===== src/rtl/jtroadf_prog_pkg.sv =====
// Shared definitions for the Road Fighter ROM download conditioner:
// region decode and tile address swizzle, also usable by sim loaders.
package jtroadf_prog_pkg;

   typedef enum logic [2:0] {
      REG_SCR,
      REG_OBJ,
      REG_PCM,
      REG_OTHER,
      REG_PROM
   } region_t;

   typedef enum logic [1:0] {
      ST_IDLE,
      ST_SDWR,
      ST_PROM
   } state_t;

   localparam int ENTRY_W = 33;

   // Region of a byte address; ranges are half-open.
   function automatic region_t region_of(
      input logic [24:0] addr,
      input logic [24:0] scr,
      input logic [24:0] obj,
      input logic [24:0] pcm,
      input logic [24:0] prom
   );
      region_t r;
      if (addr >= prom)
         r = REG_PROM;
      else if (addr >= scr && addr < obj)
         r = REG_SCR;
      else if (addr >= obj && addr < pcm)
         r = REG_OBJ;
      else if (addr >= pcm)
         r = REG_PCM;
      else
         r = REG_OTHER;
      return r;
   endfunction

   // Tile ROM bit reordering on the SDRAM word address.
   function automatic logic [21:0] swizzle(
      input region_t     r,
      input logic [21:0] a
   );
      logic [21:0] s;
      s = a;
      case (r)
         REG_SCR: s[3:0] = {a[2:0], ~a[3]};
         REG_OBJ: s[4:0] = {a[2:0], ~a[4], ~a[3]};
         default: s = a;
      endcase
      return s;
   endfunction

endpackage


===== src/rtl/jtroadf_prog_fifo.sv =====
// Small synchronous FIFO holding {addr, data} download entries.
// Ports: push/din in, pop/dout out (show-ahead), full/empty flags.
module jtroadf_prog_fifo #(
   parameter int AW = 2,
   parameter int W  = 33
) (
   input  logic         clk,
   input  logic         rst,
   input  logic         push,
   input  logic         pop,
   input  logic [W-1:0] din,
   output logic [W-1:0] dout,
   output logic         full,
   output logic         empty
);

   localparam logic [AW:0] DEPTH = (AW+1)'(1 << AW);

   logic [W-1:0]  mem [1 << AW];
   logic [AW-1:0] rd_ptr;
   logic [AW-1:0] wr_ptr;
   logic [AW:0]   cnt;
   logic          push_ok;
   logic          pop_ok;

   assign full    = (cnt == DEPTH);
   assign empty   = (cnt == '0);
   assign pop_ok  = pop & ~empty;
   // A pop frees a slot in the same cycle, so a full FIFO still accepts
   assign push_ok = push & (~full | pop_ok);
   assign dout    = mem[rd_ptr];

   always_ff @(posedge clk) begin
      if (push_ok)
         mem[wr_ptr] <= din;
   end

   always_ff @(posedge clk or posedge rst) begin
      if (rst) begin
         rd_ptr <= '0;
         wr_ptr <= '0;
         cnt    <= '0;
      end else begin
         if (push_ok)
            wr_ptr <= wr_ptr + 1'b1;
         if (pop_ok)
            rd_ptr <= rd_ptr + 1'b1;
         case ({push_ok, pop_ok})
            2'b10:   cnt <= cnt + 1'b1;
            2'b01:   cnt <= cnt - 1'b1;
            default: cnt <= cnt;
         endcase
      end
   end

endmodule


===== src/rtl/jtroadf_prog.sv =====
// ROM download conditioner: ioctl bytes -> FIFO -> SDRAM or PROM writes.
// Ports: ioctl_* in, prog_* / sdram_ack SDRAM side, prom_* PROM side,
// is_hyper flag, dwnld_busy, sticky ovf on dropped bytes.
module jtroadf_prog
   import jtroadf_prog_pkg::*;
#(
   parameter logic [21:0] SCR_START  = 22'h0,
   parameter logic [21:0] OBJ_START  = 22'h0,
   parameter logic [21:0] PCM_START  = 22'h0,
   parameter logic [24:0] PROM_START = 25'h0,
   parameter int          FIFO_AW    = 2
) (
   input  logic        clk,
   input  logic        rst,
   input  logic        downloading,
   input  logic [24:0] ioctl_addr,
   input  logic [7:0]  ioctl_dout,
   input  logic        ioctl_wr,
   output logic [21:0] prog_addr,
   output logic [7:0]  prog_data,
   output logic [1:0]  prog_mask,
   output logic        prog_we,
   input  logic        sdram_ack,
   output logic        prom_we,
   output logic [10:0] prom_addr,
   output logic        is_hyper,
   output logic        dwnld_busy,
   output logic        ovf
);

   localparam logic [24:0] SCR_A   = {3'b0, SCR_START};
   localparam logic [24:0] OBJ_A   = {3'b0, OBJ_START};
   localparam logic [24:0] PCM_A   = {3'b0, PCM_START};
   localparam logic [24:0] HYPER_A = PROM_START + 25'd1;
   localparam logic [10:0] PROM_LO = PROM_START[10:0];

   state_t              state;
   state_t              nxt;
   logic                push;
   logic                pop;
   logic                full;
   logic                empty;
   logic [ENTRY_W-1:0]  head;
   logic [24:0]         head_addr;
   logic [7:0]          head_data;
   region_t             head_reg;
   logic                dl_q;

   assign push = ioctl_wr & downloading;
   assign pop  = (state == ST_IDLE) & ~empty;
   assign {head_addr, head_data} = head;
   assign head_reg = region_of(head_addr, SCR_A, OBJ_A,
                               PCM_A, PROM_START);

   jtroadf_prog_fifo #(
      .AW (FIFO_AW),
      .W  (ENTRY_W)
   ) u_fifo (
      .clk   (clk),
      .rst   (rst),
      .push  (push),
      .pop   (pop),
      .din   ({ioctl_addr, ioctl_dout}),
      .dout  (head),
      .full  (full),
      .empty (empty)
   );

   always_ff @(posedge clk or posedge rst) begin
      if (rst)
         state <= ST_IDLE;
      else
         state <= nxt;
   end

   always_comb begin
      nxt = state;
      unique case (state)
         ST_IDLE:
            if (!empty)
               nxt = (head_reg == REG_PROM) ? ST_PROM : ST_SDWR;
         ST_SDWR:
            if (sdram_ack)
               nxt = ST_IDLE;
         ST_PROM:
            nxt = ST_IDLE;
         default:
            nxt = ST_IDLE;
      endcase
   end

   // Strobes come straight from the state flops
   assign prog_we    = (state == ST_SDWR);
   assign prom_we    = (state == ST_PROM);
   assign dwnld_busy = downloading | ~empty | (state != ST_IDLE);

   always_ff @(posedge clk or posedge rst) begin
      if (rst) begin
         prog_addr <= '0;
         prog_data <= '0;
         prog_mask <= '0;
         prom_addr <= '0;
         is_hyper  <= 1'b0;
      end else if (pop) begin
         if (head_reg == REG_PROM) begin
            prom_addr <= head_addr[10:0] - PROM_LO;
            if (head_addr == HYPER_A)
               is_hyper <= &head_data;
         end else begin
            prog_addr <= swizzle(head_reg, head_addr[22:1]);
            prog_data <= head_data;
            // Even byte goes to the upper lane
            prog_mask <= head_addr[0] ? 2'b10 : 2'b01;
         end
      end
   end

   always_ff @(posedge clk or posedge rst) begin
      if (rst) begin
         dl_q <= 1'b0;
         ovf  <= 1'b0;
      end else begin
         dl_q <= downloading;
         if (push & full & ~pop)
            ovf <= 1'b1;
         else if (downloading & ~dl_q)
            ovf <= 1'b0;
      end
   end

endmodule

===== config.mk =====
export PLATFORM = sky130hd
export DESIGN_NAME = jtroadf_prog
export DESIGN_NICKNAME = d
export VERILOG_FILES = /design/src/rtl/jtroadf_prog_pkg.sv /design/src/rtl/jtroadf_prog_fifo.sv /design/src/rtl/jtroadf_prog.sv
export SDC_FILE = /design/constraint.sdc
export NUM_CORES = 1
export LEC_CHECK = 0
export ABC_AREA = 1
export CAP_MARGIN = 40
export CORE_AREA = 2 2 96 116
export DETAILED_ROUTE_END_ITERATION = 12
export DIE_AREA = 0 0 98 118
export PLACE_DENSITY = 0.89
export SLEW_MARGIN = 5
export SYNTH_ARGS = -nofsm -noshare
export SYNTH_HDL_FRONTEND = slang
export SYNTH_SLANG_ARGS = --single-unit
export TNS_END_PERCENT = 30

===== constraint.sdc =====
create_clock -name clk -period 4.6 [get_ports clk]
set_input_delay 0.92 -clock clk [delete_from_list [all_inputs] [get_ports clk]]
set_output_delay 0.92 -clock clk [all_outputs]
set_load 0.02 [all_outputs]

# Word level (Yosys, flattened, before mapping)
# Memory sizes are Yosys's and may differ from the RTL's.
# Index checks and enable logic that the tools add are counted.
# Widths: inputs -> output; s select.
dict set report word_totals {
  reg_bits 55
  mem_bits_rw 132
  inputBits 38
  output_inout_bits 48
  elab_cells 71
  n_memories 1
}
# name depth width rd rd_clocked_by_memory_dff write_ports line_no
set memory_table {}
lappend memory_table {u_fifo.mem 4 33 1 0 1 jtroadf_prog_fifo.sv:19} ;# logic [W-1:0] mem [1 << AW];
dict set report op_classes {
  n_addsub 4
  magnitude_cmp 2
  eq_ne 10
  mux 14
  bitwise_logic 17
  n_reduce_logical 12
}
# operator count
set ops {}
lappend ops {{$eq 25x1->1 const B} 1}
lappend ops {{$ge 25x1->1 const B} 1}
lappend ops {{$lt 25x1->1 const B} 1}
lappend ops {{$mux 2} 5}
lappend ops {{$pmux 4 s2} 1}
lappend ops {{$reduce_and 8->1} 1}
lappend ops {{$and 1x1->1} 7}
lappend ops {{$not 1->1} 7}
lappend ops {{$eq 3x3->1 const B} 2}
lappend ops {{$logic_not 3->1} 2}
lappend ops {{$pmux 3 s2} 1}
lappend ops {{$reduce_and 2->1} 3}
lappend ops {{$reduce_bool 2->1} 3}
lappend ops {{$mux 1} 5}
lappend ops {{$add 2x1->2 const B} 2}
lappend ops {{$eq 2x1->1 const B} 2}
lappend ops {{$eq 2x2->1 const B} 2}
lappend ops {{$pmux 2 s2} 1}
lappend ops {{$add 3x1->3 const B} 1}
lappend ops {{$eq 3x1->1 const B} 1}
lappend ops {{$mux 3} 1}
lappend ops {{$or 1x1->1} 3}
lappend ops {{$reduce_and 3->1} 1}
lappend ops {{$sub 3x1->3 const B} 1}
lappend ops {{other kinds (4)} 4}

# Longest topological paths before layout
# Gate-level depths: netlist of the first run.
# An unclocked memory read counts as a cell.
dict set report logic_depth {
  word_depth 9
  depth_mapped 14
  depth_no_buf 13
}

# By module
# Synthesis of the first run repeated with hierarchy kept, for this count alone.
dict set report unflattened {
  hier_cells 556
  area_unflattened_um2 6482.5
}
# mod n_inst cells_each area_each_um2 seq_area_each_um2
set by_module_without_submodules {}
lappend by_module_without_submodules {jtroadf_prog_fifo 1 417 5475.3 4139.0}
lappend by_module_without_submodules {jtroadf_prog 1 139 1007.2 375.4}

# Worst setup path after synthesis of the first run
# Ideal clock, no wire load.
dict set report synth_path {
  kind {input -> register}
  startpoint {input port downloading}
  endpoint {memory u_fifo.mem[0][0], enable pin}
  setup_time_ps 423
  arrival_ps 2579
  required_ps 4177
  path_slack_ps 1598
  stages 2
  n_path_buf 0
  path_cell_list {nand3_1 > nor2_1}
}
dict set report synth_via {
  elab_chain_len 4
}
# element line_no
set synth_lines {}
lappend synth_lines {{from (decl)} jtroadf_prog.sv:15} ;# input logic downloading,
lappend synth_lines {{$and 1x1->1} jtroadf_prog.sv:49} ;# assign push = ioctl_wr & downloading;
lappend synth_lines {{$and 1x1->1} jtroadf_prog_fifo.sv:30} ;# assign push_ok = push & (~full | pop_ok);
lappend synth_lines {{$mux 1} jtroadf_prog_fifo.sv:34} ;# if (push_ok)
lappend synth_lines {{$mux 1 (implied by the code)} jtroadf_prog_fifo.sv:35} ;# mem[wr_ptr] <= din;
lappend synth_lines {{to (decl)} jtroadf_prog_fifo.sv:19}
# No other way between the ends.

# Worst setup path in the final report of the first run
dict set report layout_path {
  startpoint {input port downloading}
  endpoint {output port dwnld_busy}
}
dict set report layout_via {
  elab_chain_len 2
}
# element line_no
set layout_lines {}
lappend layout_lines {{$or 1x1->1 (2 in a row)} jtroadf_prog.sv:95} ;# assign dwnld_busy = downloading | ~empty | (state != ST_IDLE);
lappend layout_lines {{to (decl)} jtroadf_prog.sv:27} ;# output logic dwnld_busy,
# No other way between the ends.

==> out/results.ini, run 1 <==
[status]
outcome=finished, final reports clean

[drt]
vias=3412
drc=0
routed_via_density=5.20
antenna_left=0
firstDrtPassIters=5
detail_route.wl_per_cell_microns=16.1
drt_iter0_markers=310
drt_wl_total_mm=10.6

[pwr]
p_leak_nw=2.70
p_per_area_mw_per_mm2=592
power.total_mw=4.22
peakVddDrop_uv=407

[yosys]
ys_seq_area_share_pct=76.1
ys_warn_count=0
yosys.cell_types.count=27
syn_inst=449
avgSynthCellArea_sq_um=13.2
ys_seq_elements=154
synth_area_sq_mm=0.00594

[hold_path]
hold_class=register to register
min_from=prom_addr[5]
min_to=prom_addr[5]
min_path_cells=2

[sta]
min_period_over_period_pct=68.2
finalHoldViolations=0
tightest_slew_ns=0.656
drv_slew=0
rsz0062_at_grt=false
relSlewSlack_pct=56.3
finClkSkew_ns=0.00829
fmax_mhz=319
tns_ns=0
finalSetupViolations=0
finalCriticalPeriod_ns=3.14

[critical_path]
worstPathCellList=clkdlybuf4s50_1 -> inv_1 -> nand4_1 -> clkdlybuf4s50_1
criticalPathCategory=input pin to output port
cp_num_buf_inv=3
critPathMostFrequentCell=clkdlybuf4s50_1
end_kind=output port
r2r_cells=10
start_kind=input pin
path_max_fanout=4
slowest_stage=clkdlybuf4s50_1
required_ns=3.68
worstPathArrival_ns=2.22
slowest_delay_ns=0.61
reg2reg_slack_ns=2.14
rr_startpoint=u_fifo.cnt[0]
cp_top_family=buffers and inverters
timing.rr.end=u_fifo.cnt[2]

[die]
die_w_microns=98
ios=86
die_y_microns=118
start_util_pct=57.0
rows=41
core_area_sq_mm=0.0104
die-area_sq_mm=0.0116

[cts]
cts_root_buf=clkbuf_16
hold_buffers=0
cts_repair_resize_count=0
cts_buffer_depth=2
worstSkewPairLatency_ns=0.41
cts_buffers=17
post-cts-setup-buffer-count=0
tritoncts=built
cts.sinks=154
clk_pin_slew_ns=0.06
ctsHtreeMaxLevel=4

[global_routing]
grt_max_degree=34
grt.met1_usage_pct=22.0
use_met3_pct=5.88
antenna_found_initial=0
grt_pass1_wl_mm=16.7
top_usage_layer=met2
grt-ovfl-total=0
met2_usage_pct=33.9
first_global_vias=3467
globalRouteTotalUtil_pct=19.4

[final_layout]
synthToLayoutAreaGrowth_pct=20.0
fin_nets=558
drive_gt1_share_pct=8.54
n_antenna_cell=0
fillers=670

[placement]
gp_congestion=0.737
dpl.hpwl_mm=6.67
numPortBuffers=51

[run]
drv_cap=0

-- worst max path at each step --
stage                      from          endpoint  slack, ns  cells after the start
CTS                 downloading        dwnld_busy       1.45                      4
floorplan           downloading  u_fifo.mem[0][0]       1.60                      2
finish              downloading        dwnld_busy       1.46                      4
global placement    downloading        dwnld_busy       1.50                      4
global route        downloading        dwnld_busy       1.42                      4
detailed placement  downloading        dwnld_busy       1.46                      4
-- cell families (layout without fill, tap and decap cells) --
family | after synthesis | after routing | synth area share, %
xor+xnor | 4 | 4 | 0.590
compound gates | 22 | 22 | 1.92
flops | 154 | 154 | 76.1
simple gates | 199 | 199 | 13.7
fa+ha+maj | 6 | 6 | 1.39
other cells | 1 | 33 | 0.0632
buf+inv | 63 | 109 | 6.30
-- registers in the layout, summed over array words and instances, names as in the netlist --
signal and flops:
state 1, u_fifo.wr_ptr 2, is_hyper 1, prom_addr 11, dl_q 1, u_fifo.rd_ptr 2
ovf 1, u_fifo.mem 132, u_fifo.cnt 3
-- layout make-up --
cell class	instances	area [sq um]	area share, %
Multi-Input combinational cell	264	1180	16.5
Clock inverter	15	174	2.44
Tap cell	129	161	2.27
Sequential cell	154	4510	63.4
Inverter	20	75.1	1.05
Timing Repair Buffer	57	596	8.36
Clock buffer	17	425	5.97
-- stage by stage --
| step | worst slack (ns) | hold WS, ns | area (sq um) | util [%] | instances |
|---|---|---|---|---|---|
| 6_report | 1.46 | 0.482 | 7120 | 68.4 | 656 |
| 5_1_grt | 1.42 | 0.515 | 7120 | 68.4 | 656 |
| 4_1_cts | 1.45 | 0.486 | 7100 | 68.1 | 655 |
| 3_5_place_dp | 1.46 | 0.471 | 6500 | 62.4 | 623 |
| 3_3_place_gp | 1.50 | 0.462 | 6470 | 62.1 | 622 |
| 2_1_floorplan | 1.60 | 0.452 | 6060 | - | 481 |
-- layer usage --
metal | part of all wire [%] | wire length, microns
met1 | 37 | 3880
met2 | 54 | 5760
met3 | 7.0 | 741
met4 | 1.9 | 202
met5 | 0 | 0
-- cell usage after synthesis --
cell,count,share of area (%)
edfxtp_1,132,67
a21oi_1,5,0.42
buf_6,1,0.19
xnor2_1,1,0.15
clkbuf_1,3,0.19
o21ai_1,1,0.084
inv_2,1,0.063
xor2_1,3,0.44
conb_1,1,0.063
nand2_1,109,6.9
dfrtp_1,22,9.3
or2_2,2,0.21
and2_0,2,0.21
nor3_1,3,0.25
o21ai_0,14,1.2
buf_4,33,4.2
o211ai_1,1,0.13
a31oi_1,1,0.11
and3_1,2,0.21
inv_1,19,1.2
buf_1,1,0.063
ha_1,5,1.1
buf_2,5,0.42
fa_1,1,0.34
nand4_1,4,0.42
nand3_1,29,2.4
nor2_1,48,3.0
-- report_power, final --
group          internal (mW)  total [mW]  switching (mW)
sequential              1.75        1.86           0.116
clock                  0.852        1.38           0.531
combinational          0.347       0.974           0.627
total                   2.94        4.22            1.27
-- layout by cell type, fill, tap and decap left out, types with 4 or more instances in the layout --
cell type and count:
dfrtp_1 22, buf_4 4, conb_1 33, nor2_1 44, o21ai_0 14, a21oi_1 5, clkinv_2 5, edfxtp_1 132
nor2_2 4, clkbuf_16 17, ha_1 5, nand4_1 4, inv_1 19, clkdlybuf4s50_1 51, nand3_1 29, nand2_1 109
-- worst reg2reg max path: stages (launching register included) --
cell and delay, ns:
dfrtp_1 0.39, nor2_1 0.09, nand2_1 0.07, nand2_1 0.37
inv_1 0.33, ha_1 0.18, inv_1 0.07, fa_1 0.43
a21oi_1 0.14, o21ai_0 0.11, xor2_1 0.15
No activity file was read; power rests on OpenSTA's default activity.
==> inputs of run 2 (changes only) <==
Settings changed: CORE_AREA 2 2 96 116 to 2 2 104 126, DIE_AREA 0 0 98 118 to 0 0 106 128, PLACE_DENSITY 0.89 to 0.81.
Clock period 4.6 ns to 2.7 ns, I/O delays scaled along.
==> run 2 against run 1 <==
Effect of this change:
- wire length rose by 1.1%
- sequential cell count did not move
- final cell count rose by 6.9%
- sequential power rose by 68%
- critical path depth did not move
- largest power group unchanged
- highest routed layer unchanged
- first-iteration DRC count fell by 35%
- total power rose by 71%
- core utilization fell by 10 points
- global-route usage fell by 2.5 points
- sequential share of layout area fell by 0.73 points
- clock skew rose by 0.0089 ns
==> out/results.ini, run 2 (synthesized netlist as in run 1, its figures left out) <==
[status]
outcome=finished, final reports clean

[die]
die_w_microns=106
core_area_sq_mm=0.0124
start_util_pct=47.7
die_y_microns=128
die-area_sq_mm=0.0136
ios=86
rows=45

[final_layout]
seq_area_sq_mm=0.00451
reg_top3=u_fifo.mem: 132 flops, prom_addr: 11 flops, u_fifo.cnt: 3 flops
synthToLayoutAreaGrowth_pct=21.4
stdcell_count=701
top_register=u_fifo.mem
fillers=985
n_antenna_cell=0
most-common-layout-cells=132 x edfxtp_1, 109 x nand2_1, 51 x clkdlybuf4s50_1
final_area_sq_mm=0.00721
largest_register_ffs=132
mostFrequentLayoutCell=edfxtp_1
fin_nets=568
multi_input_area_sq_mm=0.00118
drive_gt1_share_pct=9.68

[placement]
gp_congestion=0.771
dp_cells=668
dpl.hpwl_mm=7.16
numPortBuffers=51
dpl-instance-area_sq_mm=0.00660

[critical_path]
path_max_fanout=4
start_kind=input pin
required_ns=2.16
criticalPathCategory=input pin to output port
crit_start=downloading
reg2reg_slack_ns=0.55
rr_startpoint=u_fifo.cnt[0]
worstPathArrival_ns=1.84
end_kind=output port

[global_routing]
antenna_found_initial=0
grt_max_degree=30
grt_pass1_wl_mm=17.1
first_global_vias=3446
grt-ovfl-total=0
globalRouteTotalUtil_pct=16.9

[drt]
vias=3416
drt_wl_total_mm=10.7
antenna_left=0
firstDrtPassIters=4
drt_iter0_markers=203
routed_via_density=4.87
drc=0
detail_route.wl_per_cell_microns=15.3

[sta]
finClkSkew_ns=0.0172
tightest_slew_ns=0.597
whs_ns=0.300
rsz0062_at_grt=false
fmax_mhz=421
relSlewSlack_pct=60.1
drv_slew=0
finalHoldViolations=0
tns_ns=0
finalCriticalPeriod_ns=2.38
min_period_over_period_pct=88.0
finalSetupViolations=0

[hold_path]
hold_class=input pin to async pin

[cts]
ctsHtreeMaxLevel=4
tritoncts=built
cts_root_buf=clkbuf_16
cts_repair_resize_count=0
worstSkewPairLatency_ns=0.42
cts.sinks=154
hold_buffers=0
clk_pin_slew_ns=0.06
post-cts-setup-buffer-count=0
cts_buffers=17
cts_buffer_depth=2

[pwr]
power.total_mw=7.20
peakVddDrop_uv=494
p_per_area_mw_per_mm2=999
p_leak_nw=2.73

[run]
drv_cap=0

run 2: metrics by stage:
stage,setup slack (ns),util [%]
after detailed placement,0.328,53.0
after global placement,0.344,53.0
after floorplan,0.0467,-
final,0.325,57.9
after CTS,0.326,57.7
after global routing,0.293,57.9
run 2: power by group:
| part | internal (mW) | switching, mW |
|---|---|---|
| combinational | 0.620 | 1.14 |
| sequential | 2.97 | 0.160 |
| clock | 1.43 | 0.876 |
| total | 5.02 | 2.18 |
run 2: cell type report:
cell class | instances | share of cell area (%)
Multi-Input combinational cell | 264 | 16.3
Inverter | 20 | 1.04
Clock buffer | 17 | 5.90
Tap cell | 164 | 2.85
Timing Repair Buffer | 67 | 9.03
Clock inverter | 15 | 2.19
Sequential cell | 154 | 62.6
run 2: worst paths after layout:
path	depth (start not counted)	end
worst max-delay path	4	dwnld_busy
worst min-delay path	2	u_fifo.cnt[2]
worst max register to register	9	u_fifo.cnt[2]
worst min register to register	2	prom_addr[10]
max in group asynchronous	3	u_fifo.wr_ptr[0]
min in group clk	2	prom_addr[10]
run 2: metal layers:
layer / global-route usage, % / share of wire [%] / wire length [microns]
met5: 0 / 0 / 0
met1: 19.5 / 39 / 4210
met3: 4.83 / 6.5 / 700
met4: 8.36 / 2.3 / 246
met2: 29.0 / 52 / 5560
run 2: critical path, stage by stage:
cell             delay [ns]
clkdlybuf4s50_1        0.53
inv_1                  0.07
nand4_1                0.09
clkdlybuf4s50_1        0.61
